## src/rtl/syscon_wb_arbiter_if.sv

```systemverilog
// Bus bundle for the system-controller Wishbone arbiter.
// Carries both master request/response channels (m0 = CPU, m1 = debug), the
// forwarded slave request, the slave response and the one-hot grant.
//   slave  : arbiter view (it is the slave of the two masters) - samples i_*,
//            drives o_*.
//   master : environment view (the masters plus the syscon slave) - drives
//            i_*, samples o_*.
interface syscon_wb_arbiter_if #(
    parameter int SLV_AW = 6
);
    logic [31:0]       i_m0_adr, i_m1_adr;
    logic [31:0]       i_m0_dat, i_m1_dat;
    logic [3:0]        i_m0_sel, i_m1_sel;
    logic              i_m0_we, i_m0_cyc, i_m0_stb;
    logic              i_m1_we, i_m1_cyc, i_m1_stb;
    logic [31:0]       o_m0_rdt, o_m1_rdt;
    logic              o_m0_ack, o_m0_err, o_m1_ack, o_m1_err;
    logic [SLV_AW-1:0] o_s_adr;
    logic [31:0]       o_s_dat;
    logic [3:0]        o_s_sel;
    logic              o_s_we, o_s_cyc, o_s_stb;
    logic [31:0]       i_s_rdt;
    logic              i_s_ack;
    logic [1:0]        o_grant;

    modport slave (
        input  i_m0_adr, i_m1_adr, i_m0_dat, i_m1_dat, i_m0_sel, i_m1_sel,
        input  i_m0_we, i_m0_cyc, i_m0_stb, i_m1_we, i_m1_cyc, i_m1_stb,
        input  i_s_rdt, i_s_ack,
        output o_m0_rdt, o_m1_rdt, o_m0_ack, o_m0_err, o_m1_ack, o_m1_err,
        output o_s_adr, o_s_dat, o_s_sel, o_s_we, o_s_cyc, o_s_stb, o_grant
    );

    modport master (
        output i_m0_adr, i_m1_adr, i_m0_dat, i_m1_dat, i_m0_sel, i_m1_sel,
        output i_m0_we, i_m0_cyc, i_m0_stb, i_m1_we, i_m1_cyc, i_m1_stb,
        output i_s_rdt, i_s_ack,
        input  o_m0_rdt, o_m1_rdt, o_m0_ack, o_m0_err, o_m1_ack, o_m1_err,
        input  o_s_adr, o_s_dat, o_s_sel, o_s_we, o_s_cyc, o_s_stb, o_grant
    );
endinterface

```

## src/rtl/syscon_wb_arbiter.sv

```systemverilog
// Two-master Wishbone arbiter in front of the system-controller slave.
// Round-robin between m0 (CPU) and m1 (debug), m0 wins the first contention
// after reset. One transaction per grant, with a mandatory IDLE cycle between
// grants. A grant that sees no slave ack for TIMEOUT_CYCLES BUSY cycles is
// terminated with err to its owner.
// Ports:
//   i_clk   - clock, rising edge
//   i_rst_n - synchronous active-low reset
//   bus     - master/slave Wishbone bundle (syscon_wb_arbiter_if.slave)
module syscon_wb_arbiter #(
    parameter int TIMEOUT_CYCLES = 255,   // legal 2..255
    parameter int SLV_AW         = 6
) (
    input logic                i_clk,
    input logic                i_rst_n,
    syscon_wb_arbiter_if.slave bus
);
    typedef enum logic {IDLE = 1'b0, BUSY = 1'b1} state_e;

    typedef struct packed {
        logic [SLV_AW-1:0] adr;
        logic [31:0]       dat;
        logic [3:0]        sel;
        logic              we;
        logic              cyc;
        logic              stb;
    } wb_req_t;

    localparam logic [7:0] TMO_LAST = 8'(TIMEOUT_CYCLES - 1);

    state_e     state_q, state_d;
    logic       owner_q, owner_d;
    logic       last_q,  last_d;
    logic [7:0] tmo_cnt_q, tmo_cnt_d;

    wb_req_t m0, m1, own;
    logic    req0, req1, busy, tmo_hit;

    assign m0 = {bus.i_m0_adr[SLV_AW-1:0], bus.i_m0_dat, bus.i_m0_sel,
                 bus.i_m0_we, bus.i_m0_cyc, bus.i_m0_stb};
    assign m1 = {bus.i_m1_adr[SLV_AW-1:0], bus.i_m1_dat, bus.i_m1_sel,
                 bus.i_m1_we, bus.i_m1_cyc, bus.i_m1_stb};

    assign req0 = m0.cyc & m0.stb;
    assign req1 = m1.cyc & m1.stb;
    assign own  = owner_q ? m1 : m0;

    // Reset is folded in so every output is quiet while i_rst_n is low,
    // even in the cycle before the reset edge takes effect.
    assign busy = (state_q == BUSY) & i_rst_n;

    // Timeout fires only while the owner still holds cyc (an abort wins) and
    // only without ack (an ack in the same cycle wins).
    assign tmo_hit = busy & own.cyc & (tmo_cnt_q == TMO_LAST) & ~bus.i_s_ack;

    // Slave request: combinational pass-through of the owner, killed in the
    // timeout cycle so the slave never sees a strobe the master won't accept.
    assign bus.o_s_adr = busy ? own.adr : '0;
    assign bus.o_s_dat = busy ? own.dat : '0;
    assign bus.o_s_sel = busy ? own.sel : '0;
    assign bus.o_s_we  = busy & own.we;
    assign bus.o_s_cyc = busy & own.cyc & ~tmo_hit;
    assign bus.o_s_stb = busy & own.stb & ~tmo_hit;

    assign bus.o_m0_ack = busy & ~owner_q & bus.i_s_ack;
    assign bus.o_m1_ack = busy &  owner_q & bus.i_s_ack;
    assign bus.o_m0_err = tmo_hit & ~owner_q;
    assign bus.o_m1_err = tmo_hit &  owner_q;
    assign bus.o_m0_rdt = (busy & ~owner_q) ? bus.i_s_rdt : '0;
    assign bus.o_m1_rdt = (busy &  owner_q) ? bus.i_s_rdt : '0;
    assign bus.o_grant  = busy ? (owner_q ? 2'b10 : 2'b01) : 2'b00;

    always_comb begin
        state_d   = state_q;
        owner_d   = owner_q;
        last_d    = last_q;
        tmo_cnt_d = tmo_cnt_q;
        case (state_q)
            IDLE: begin
                tmo_cnt_d = '0;
                if (req0 | req1) begin
                    state_d = BUSY;
                    // Contention goes to whoever was not granted last.
                    owner_d = (req0 & req1) ? ~last_q : req1;
                    last_d  = owner_d;
                end
            end
            BUSY: begin
                if (bus.i_s_ack | ~own.cyc | tmo_hit) begin
                    state_d   = IDLE;
                    tmo_cnt_d = '0;
                end else begin
                    tmo_cnt_d = tmo_cnt_q + 8'd1;
                end
            end
            default: state_d = IDLE;
        endcase
    end

    always_ff @(posedge i_clk) begin
        if (!i_rst_n) begin
            state_q   <= IDLE;
            owner_q   <= 1'b0;
            last_q    <= 1'b1;
            tmo_cnt_q <= '0;
        end else begin
            state_q   <= state_d;
            owner_q   <= owner_d;
            last_q    <= last_d;
            tmo_cnt_q <= tmo_cnt_d;
        end
    end
endmodule

```

## src/flat_wrapper.sv

```systemverilog
// flat-port wrapper written by rule: the top's interface ports become plain ports
module syscon_wb_arbiter_flat 
#(
    parameter int TIMEOUT_CYCLES = 255,                  
    parameter int SLV_AW         = 6
)
  (i_clk, i_rst_n, bus_i_m0_adr, bus_i_m1_adr, bus_i_m0_dat, bus_i_m1_dat, bus_i_m0_sel, bus_i_m1_sel, bus_i_m0_we, bus_i_m0_cyc, bus_i_m0_stb, bus_i_m1_we, bus_i_m1_cyc, bus_i_m1_stb, bus_i_s_rdt, bus_i_s_ack, bus_o_m0_rdt, bus_o_m1_rdt, bus_o_m0_ack, bus_o_m0_err, bus_o_m1_ack, bus_o_m1_err, bus_o_s_adr, bus_o_s_dat, bus_o_s_sel, bus_o_s_we, bus_o_s_cyc, bus_o_s_stb, bus_o_grant);
  syscon_wb_arbiter_if #(.SLV_AW(SLV_AW)) bus_i ();
  input logic i_clk;
  input logic i_rst_n;
  input wire logic [$bits(bus_i.i_m0_adr)-1:0] bus_i_m0_adr;
  input wire logic [$bits(bus_i.i_m1_adr)-1:0] bus_i_m1_adr;
  input wire logic [$bits(bus_i.i_m0_dat)-1:0] bus_i_m0_dat;
  input wire logic [$bits(bus_i.i_m1_dat)-1:0] bus_i_m1_dat;
  input wire logic [$bits(bus_i.i_m0_sel)-1:0] bus_i_m0_sel;
  input wire logic [$bits(bus_i.i_m1_sel)-1:0] bus_i_m1_sel;
  input wire logic [$bits(bus_i.i_m0_we)-1:0] bus_i_m0_we;
  input wire logic [$bits(bus_i.i_m0_cyc)-1:0] bus_i_m0_cyc;
  input wire logic [$bits(bus_i.i_m0_stb)-1:0] bus_i_m0_stb;
  input wire logic [$bits(bus_i.i_m1_we)-1:0] bus_i_m1_we;
  input wire logic [$bits(bus_i.i_m1_cyc)-1:0] bus_i_m1_cyc;
  input wire logic [$bits(bus_i.i_m1_stb)-1:0] bus_i_m1_stb;
  input wire logic [$bits(bus_i.i_s_rdt)-1:0] bus_i_s_rdt;
  input wire logic [$bits(bus_i.i_s_ack)-1:0] bus_i_s_ack;
  output wire logic [$bits(bus_i.o_m0_rdt)-1:0] bus_o_m0_rdt;
  output wire logic [$bits(bus_i.o_m1_rdt)-1:0] bus_o_m1_rdt;
  output wire logic [$bits(bus_i.o_m0_ack)-1:0] bus_o_m0_ack;
  output wire logic [$bits(bus_i.o_m0_err)-1:0] bus_o_m0_err;
  output wire logic [$bits(bus_i.o_m1_ack)-1:0] bus_o_m1_ack;
  output wire logic [$bits(bus_i.o_m1_err)-1:0] bus_o_m1_err;
  output wire logic [$bits(bus_i.o_s_adr)-1:0] bus_o_s_adr;
  output wire logic [$bits(bus_i.o_s_dat)-1:0] bus_o_s_dat;
  output wire logic [$bits(bus_i.o_s_sel)-1:0] bus_o_s_sel;
  output wire logic [$bits(bus_i.o_s_we)-1:0] bus_o_s_we;
  output wire logic [$bits(bus_i.o_s_cyc)-1:0] bus_o_s_cyc;
  output wire logic [$bits(bus_i.o_s_stb)-1:0] bus_o_s_stb;
  output wire logic [$bits(bus_i.o_grant)-1:0] bus_o_grant;
  assign bus_i.i_m0_adr = bus_i_m0_adr;
  assign bus_i.i_m1_adr = bus_i_m1_adr;
  assign bus_i.i_m0_dat = bus_i_m0_dat;
  assign bus_i.i_m1_dat = bus_i_m1_dat;
  assign bus_i.i_m0_sel = bus_i_m0_sel;
  assign bus_i.i_m1_sel = bus_i_m1_sel;
  assign bus_i.i_m0_we = bus_i_m0_we;
  assign bus_i.i_m0_cyc = bus_i_m0_cyc;
  assign bus_i.i_m0_stb = bus_i_m0_stb;
  assign bus_i.i_m1_we = bus_i_m1_we;
  assign bus_i.i_m1_cyc = bus_i_m1_cyc;
  assign bus_i.i_m1_stb = bus_i_m1_stb;
  assign bus_i.i_s_rdt = bus_i_s_rdt;
  assign bus_i.i_s_ack = bus_i_s_ack;
  assign bus_o_m0_rdt = bus_i.o_m0_rdt;
  assign bus_o_m1_rdt = bus_i.o_m1_rdt;
  assign bus_o_m0_ack = bus_i.o_m0_ack;
  assign bus_o_m0_err = bus_i.o_m0_err;
  assign bus_o_m1_ack = bus_i.o_m1_ack;
  assign bus_o_m1_err = bus_i.o_m1_err;
  assign bus_o_s_adr = bus_i.o_s_adr;
  assign bus_o_s_dat = bus_i.o_s_dat;
  assign bus_o_s_sel = bus_i.o_s_sel;
  assign bus_o_s_we = bus_i.o_s_we;
  assign bus_o_s_cyc = bus_i.o_s_cyc;
  assign bus_o_s_stb = bus_i.o_s_stb;
  assign bus_o_grant = bus_i.o_grant;
  syscon_wb_arbiter #(.TIMEOUT_CYCLES(TIMEOUT_CYCLES), .SLV_AW(SLV_AW)) u_core (.i_clk(i_clk), .i_rst_n(i_rst_n), .bus(bus_i));
endmodule
```

## config.mk

```make
export PLATFORM = sky130hd
export DESIGN_NAME = syscon_wb_arbiter_flat
export DESIGN_NICKNAME = d
export VERILOG_FILES = /design/src/rtl/syscon_wb_arbiter_if.sv /design/src/rtl/syscon_wb_arbiter.sv /design/src/flat_wrapper.sv
export SDC_FILE = /design/constraint.sdc
export NUM_CORES = 1
export LEC_CHECK = 0
export CORE_AREA = 2 2 113 115
export DETAILED_ROUTE_END_ITERATION = 12
export DIE_AREA = 0 0 115 117
export GPL_TIMING_DRIVEN = 0
export SYNTH_ARGS = -nofsm -noshare
export SYNTH_HDL_FRONTEND = slang
export SYNTH_SLANG_ARGS = --single-unit
```

## constraint.sdc

```tcl
create_clock -name i_clk -period 1.6 [get_ports i_clk]
set_input_delay 0.32 -clock i_clk [delete_from_list [all_inputs] [get_ports i_clk]]
set_output_delay 0.32 -clock i_clk [all_outputs]
set_load 0.02 [all_outputs]
```

=== After elaboration in Yosys (flattened, before gate mapping) ===
Cells that the tools add are included.

* Add/subtract/negate cells: 1
* Multiply operators: 0
* Divide/modulo/power cells: 0
* Magnitude comparators: 0
* Equality and inequality tests: 1
* Shift-type cells: 0
* Mux-type cells: 14
* Bitwise operators: 26
* Reduce and logical (&&, ||, !) cells: 1

{| class="wikitable"
|+ Operator list
! operator !! number
|-
| $mux W32 || 3
|-
| $mux W45 || 1
|-
| $and A1 B1 Y1 || 17
|-
| $pmux W8 S2 || 1
|-
| $add A8 B1 Y8 const B || 1
|-
| $eq A8 B8 Y1 const B || 1
|-
| $mux W8 || 1
|-
| $mux W6 || 1
|-
| $not A1 Y1 || 6
|-
| $mux W2 || 2
|-
| $mux W4 || 1
|-
| $mux W1 || 3
|-
| $or A1 B1 Y1 || 3
|-
| $pmux W1 S2 || 1
|-
| $reduce_and A2 Y1 || 1
|}

* Register bits after elaboration: 11
* Bits in latches: 0
* Bits in writable memories: 0
* ROM bits: 0
* Bits of input ports: 177
* Output and inout bits: 115
* Word-level logic and storage cells: 47
* Memories kept: 0

=== Logic depth before layout (Yosys ltp) ===
Gate-level depths: netlist of the first run.

* Depth after elaboration: 7
* Gate-level depth with buffers: 6
* Mapped depth without buffers: 5

=== Least setup slack after synthesis of the first run ===
No wires, ideal clock.

* Path type: register -> output
* Start: reg u_core.tmo_cnt_q[0]
* End: out bus_o_s_cyc
* Data arrival time: 1.449 ns
* Data required time: 1.280 ns
* Slack: -0.169 ns
* Cell stages (with the launch flop): 6
* Path buffers: 0
* Cell sequence: dfxtp_1 inv_1 ha_1 nand3_1 nor2_4 a211oi_1

* Cells in the longest elaborated chain, start to end: 5

{| class="wikitable"
|+ Ends and longest elaborated chain
! what !! RTL line !! RTL
|-
| from (decl) || syscon_wb_arbiter.sv:34 || <nowiki>logic [7:0] tmo_cnt_q, tmo_cnt_d;</nowiki>
|-
| from (signal assigned) || syscon_wb_arbiter.sv:110 || <nowiki>tmo_cnt_q <= tmo_cnt_d;</nowiki>
|-
| $eq A8 B8 Y1 || syscon_wb_arbiter.sv:54 || <nowiki>assign tmo_hit = busy & own.cyc & (tmo_cnt_q == TMO_LAST) & ~bus.i_s_ack;</nowiki>
|-
| $and A1 B1 Y1 (2 in series) || syscon_wb_arbiter.sv:54 ||
|-
| $not A1 Y1 || syscon_wb_arbiter.sv:62 || <nowiki>assign bus.o_s_cyc = busy & own.cyc & ~tmo_hit;</nowiki>
|-
| $and A1 B1 Y1 || syscon_wb_arbiter.sv:62 ||
|-
| to (decl) || flat_wrapper.sv:35 || <nowiki>output wire logic [$bits(bus_i.o_s_cyc)-1:0] bus_o_s_cyc;</nowiki>
|}

No other way between the ends.

=== Worst setup path in the final report of the first run ===
* Start: reg u_core.owner_q
* End: out bus_o_s_dat[28]

* Cells in the longest elaborated chain, start to end: 2

{| class="wikitable"
|+ Ends and longest elaborated chain
! what !! RTL line !! RTL
|-
| from (decl) || syscon_wb_arbiter.sv:32 || <nowiki>logic owner_q, owner_d;</nowiki>
|-
| from (signal assigned) || syscon_wb_arbiter.sv:108 || <nowiki>owner_q <= owner_d;</nowiki>
|-
| $mux W45 || syscon_wb_arbiter.sv:46 || <nowiki>assign own = owner_q ? m1 : m0;</nowiki>
|-
| $mux W32 || syscon_wb_arbiter.sv:59 || <nowiki>assign bus.o_s_dat = busy ? own.dat : '0;</nowiki>
|-
| to (decl) || flat_wrapper.sv:32 || <nowiki>output wire logic [$bits(bus_i.o_s_dat)-1:0] bus_o_s_dat;</nowiki>
|}

No other way between the ends.

==> results of run 1 <==
-- state kept, by name (all words and copies together) (netlist names) --
signal            cells
u_core.last_q         1
u_core.tmo_cnt_q      8
u_core.owner_q        1
u_core.state_q        1
-- layer usage --
metal	wire [um]	vias up
met3	845	4
met5	0	-
li1	-	1264
met1	3712	1184
met2	5208	133
met4	39	0
-- cell families after synthesis --
group / synth area share [%]
AOI/OAI and AO/OA: 32.97
and+or+nand+nor: 39.12
muxes: 1.349
adders and majority gates: 1.686
buffers and inverters: 8.263
xor gates and xnor gates: 1.771
DFF: 14.84
-- worst max-delay path: stages, from the launching register on --
cell	delay (ps)
dfxtp_4	370
and3_4	190
buf_12	140
buf_12	150
buf_6	120
a22o_1	190
buf_6	130
-- per-stage QoR --
stage               TNS, ps  instances  power [mW]  hold slack, ps  instance area (um^2)
floorplan            -152.6        192      0.5124           411.3                  1495
global placement    -126560        581       1.005           483.0                  4075
detailed placement  -127620        581       1.009           491.2                  4075
CTS                  -25270        619       1.646           445.8                  4867
global route         -25330        623       1.731           368.2                  5125
finish               -19400        623       1.657           355.3                  5125
-- power breakdown --
part           internal, mW  switching, mW  leakage, nW
logic                 0.584          0.322         2.10
clock network         0.335          0.124       0.0382
registers             0.280         0.0114       0.0939
total                  1.20          0.458         2.23
-- area by class of cell --
class / instances / area (um^2)
Buffer: 14 / 212.7
Clock buffer: 4 / 78.83
Fill cell: 1207 / 7187
Inverter: 5 / 18.77
Multi-Input combinational cell: 157 / 1390
Sequential cell: 11 / 237.7
Tap cell: 150 / 187.7
Timing Repair Buffer: 282 / 2999
-- what timing repair did --
item                       in CTS  in global routing
setup endpoints to repair     115                114
gates cloned                   11                  1
pin swaps                      39                 33
gates resized for setup       761                 96
buffers inserted               23                 11
-- cells in the final DEF, fill, tap and decap left out, types with 2 or more instances in the layout --
cell type and instances:
clkbuf_16 4, inv_1 5, and2_4 56, dfxtp_4 3, and2_1 9, nor3_2 5
a22o_1 41, nand3_1 3, dfxtp_2 5, buf_12 6, and3_1 2, buf_16 2
clkdlybuf4s50_1 120, xnor2_1 2, buf_6 115, nand4_1 3, o21ai_0 4, nand2_1 2
nor3_1 2, dfxtp_1 3, buf_8 16, buf_4 30, dlygate4sd2_1 3, a211oi_2 3
a21oi_1 2, a31oi_1 2, buf_2 2, a22o_4 2, nor2_4 2
-- path summary, 6_finish.rpt --
| check | from | to | slack, ps | depth (start not counted) |
|---|---|---|---|---|
| worst max-delay path | u_core.owner_q$_SDFFE_PN0P_ | bus_o_s_dat[28] | -270 | 6 |
| worst min-delay path | i_rst_n | u_core.last_q$_SDFFE_PN1P_ | 360 | 2 |
| worst max register to register | u_core.owner_q$_SDFFE_PN0P_ | u_core.tmo_cnt_q[5]$_SDFF_PP0_ | 200 | 4 |
| worst min register to register | u_core.tmo_cnt_q[0]$_SDFF_PP0_ | u_core.tmo_cnt_q[0]$_SDFF_PP0_ | 450 | 1 |
==> metrics, run 1 <==
worst-path maximum fanout=8; Max-slew headroom=80.62%; failing checks=setup timing; fin crit share=117.1%; Clock Path Buffers=2; Least-Margin Pin Slew=289.9 ps; Ys Warns=0; largest net degree at the start of global routing=11; Synth top cells by count=and2_1, a22o_1, dfxtp_1; Max Slew Vio Count=0; critical path type=flip-flop to output port; CTS H-tree lvls=1; unrepaired setup endpoints after global routing=true; Worst setup EP type=output port; Post-Route Skew=2.676 ps; Iteration-0 DRC Markers=57; register area share after synthesis=14.84%; largest area contributor in the netlist=and2_1; Post-synth EDFFs=0; status=finished, violations left; routability-driven placement congestion ratio=0.8162; row cnt=41; Period minus WS final=1873 ps; nets@finish=653; GRT Residual Overflow=0; root buffer cell=clkbuf_16; setup ws final=-272.8 ps; grt met2 use=24.31%; initial antenna violation count=0; top cells by area, synth=and2_1, a22o_1, dfxtp_1, buf_2, nor3_2; MaxCap Viol Count=0; final wirelength=9806 um; post-route ant nets=0; Yosys cell types=34; met3 Use GR=2.729%; first-pass GRT wire length=13,250 um; I/O pin count=292; top-count cell post-synth=and2_1; Synth top area share=27.40%; setup violators final=115; # port buffers=239; layout cells sized above 1=54.97%; hold crit path type=input pin to flip-flop; area growth from synthesis to layout=245.4%; die area=0.01346 mm^2; Worst setup SP type=flip-flop; utilization after layout=41.63%; Mapped Area=0.001484 mm^2; syn avg cell area=7.729 um^2; highest clock rate=534.0 MHz; GRT met1 Usage=14.64%; Vias=2,585; routed length per instance=15.74 um; GRT Max-Usage Layer=met2; Synth Instances=192; Max VDD drop=0.4006 mV; CTS Sinks=11; pwr/cell area=323.3 mW/mm^2; Remaining DRCs=0; Worst EP arrival=1550 ps; Synth Register Bits=11; Antenna Cells=0; vias per cell=4.149; Static Leakage=2.230 nW; Hold Violations, Final=0; CTS buffer count=3; Die Y=117 um; Skew-Pair Late Insertion Delay=240 ps; Hold Buf Count CTS=0; pre-CTS setup slack=-1279 ps; GRT Total Usage=12.64%; CTS tree=done; vias in the first global route=2,496; Syn Nets=371; worst endpoint required time=1280 ps; Initial Util=12.05%; core area=0.01231 mm^2; chip width=115 um; Post-synth top flop=dfxtp_1; Detailed Place HPWL=7449 um; ys async rst share=0%; CTS clk-pin slew, worst paths=40 ps; drt first pass iters=4
No activity file was read; power rests on OpenSTA's default activity.
==> run 2, diff against run 1 <==
ABC_CLOCK_PERIOD_IN_PS = 1600   (was unset)
==> results of run 2 <==
Same layout as run 1: the final DEF is identical, and so are final timing and power.
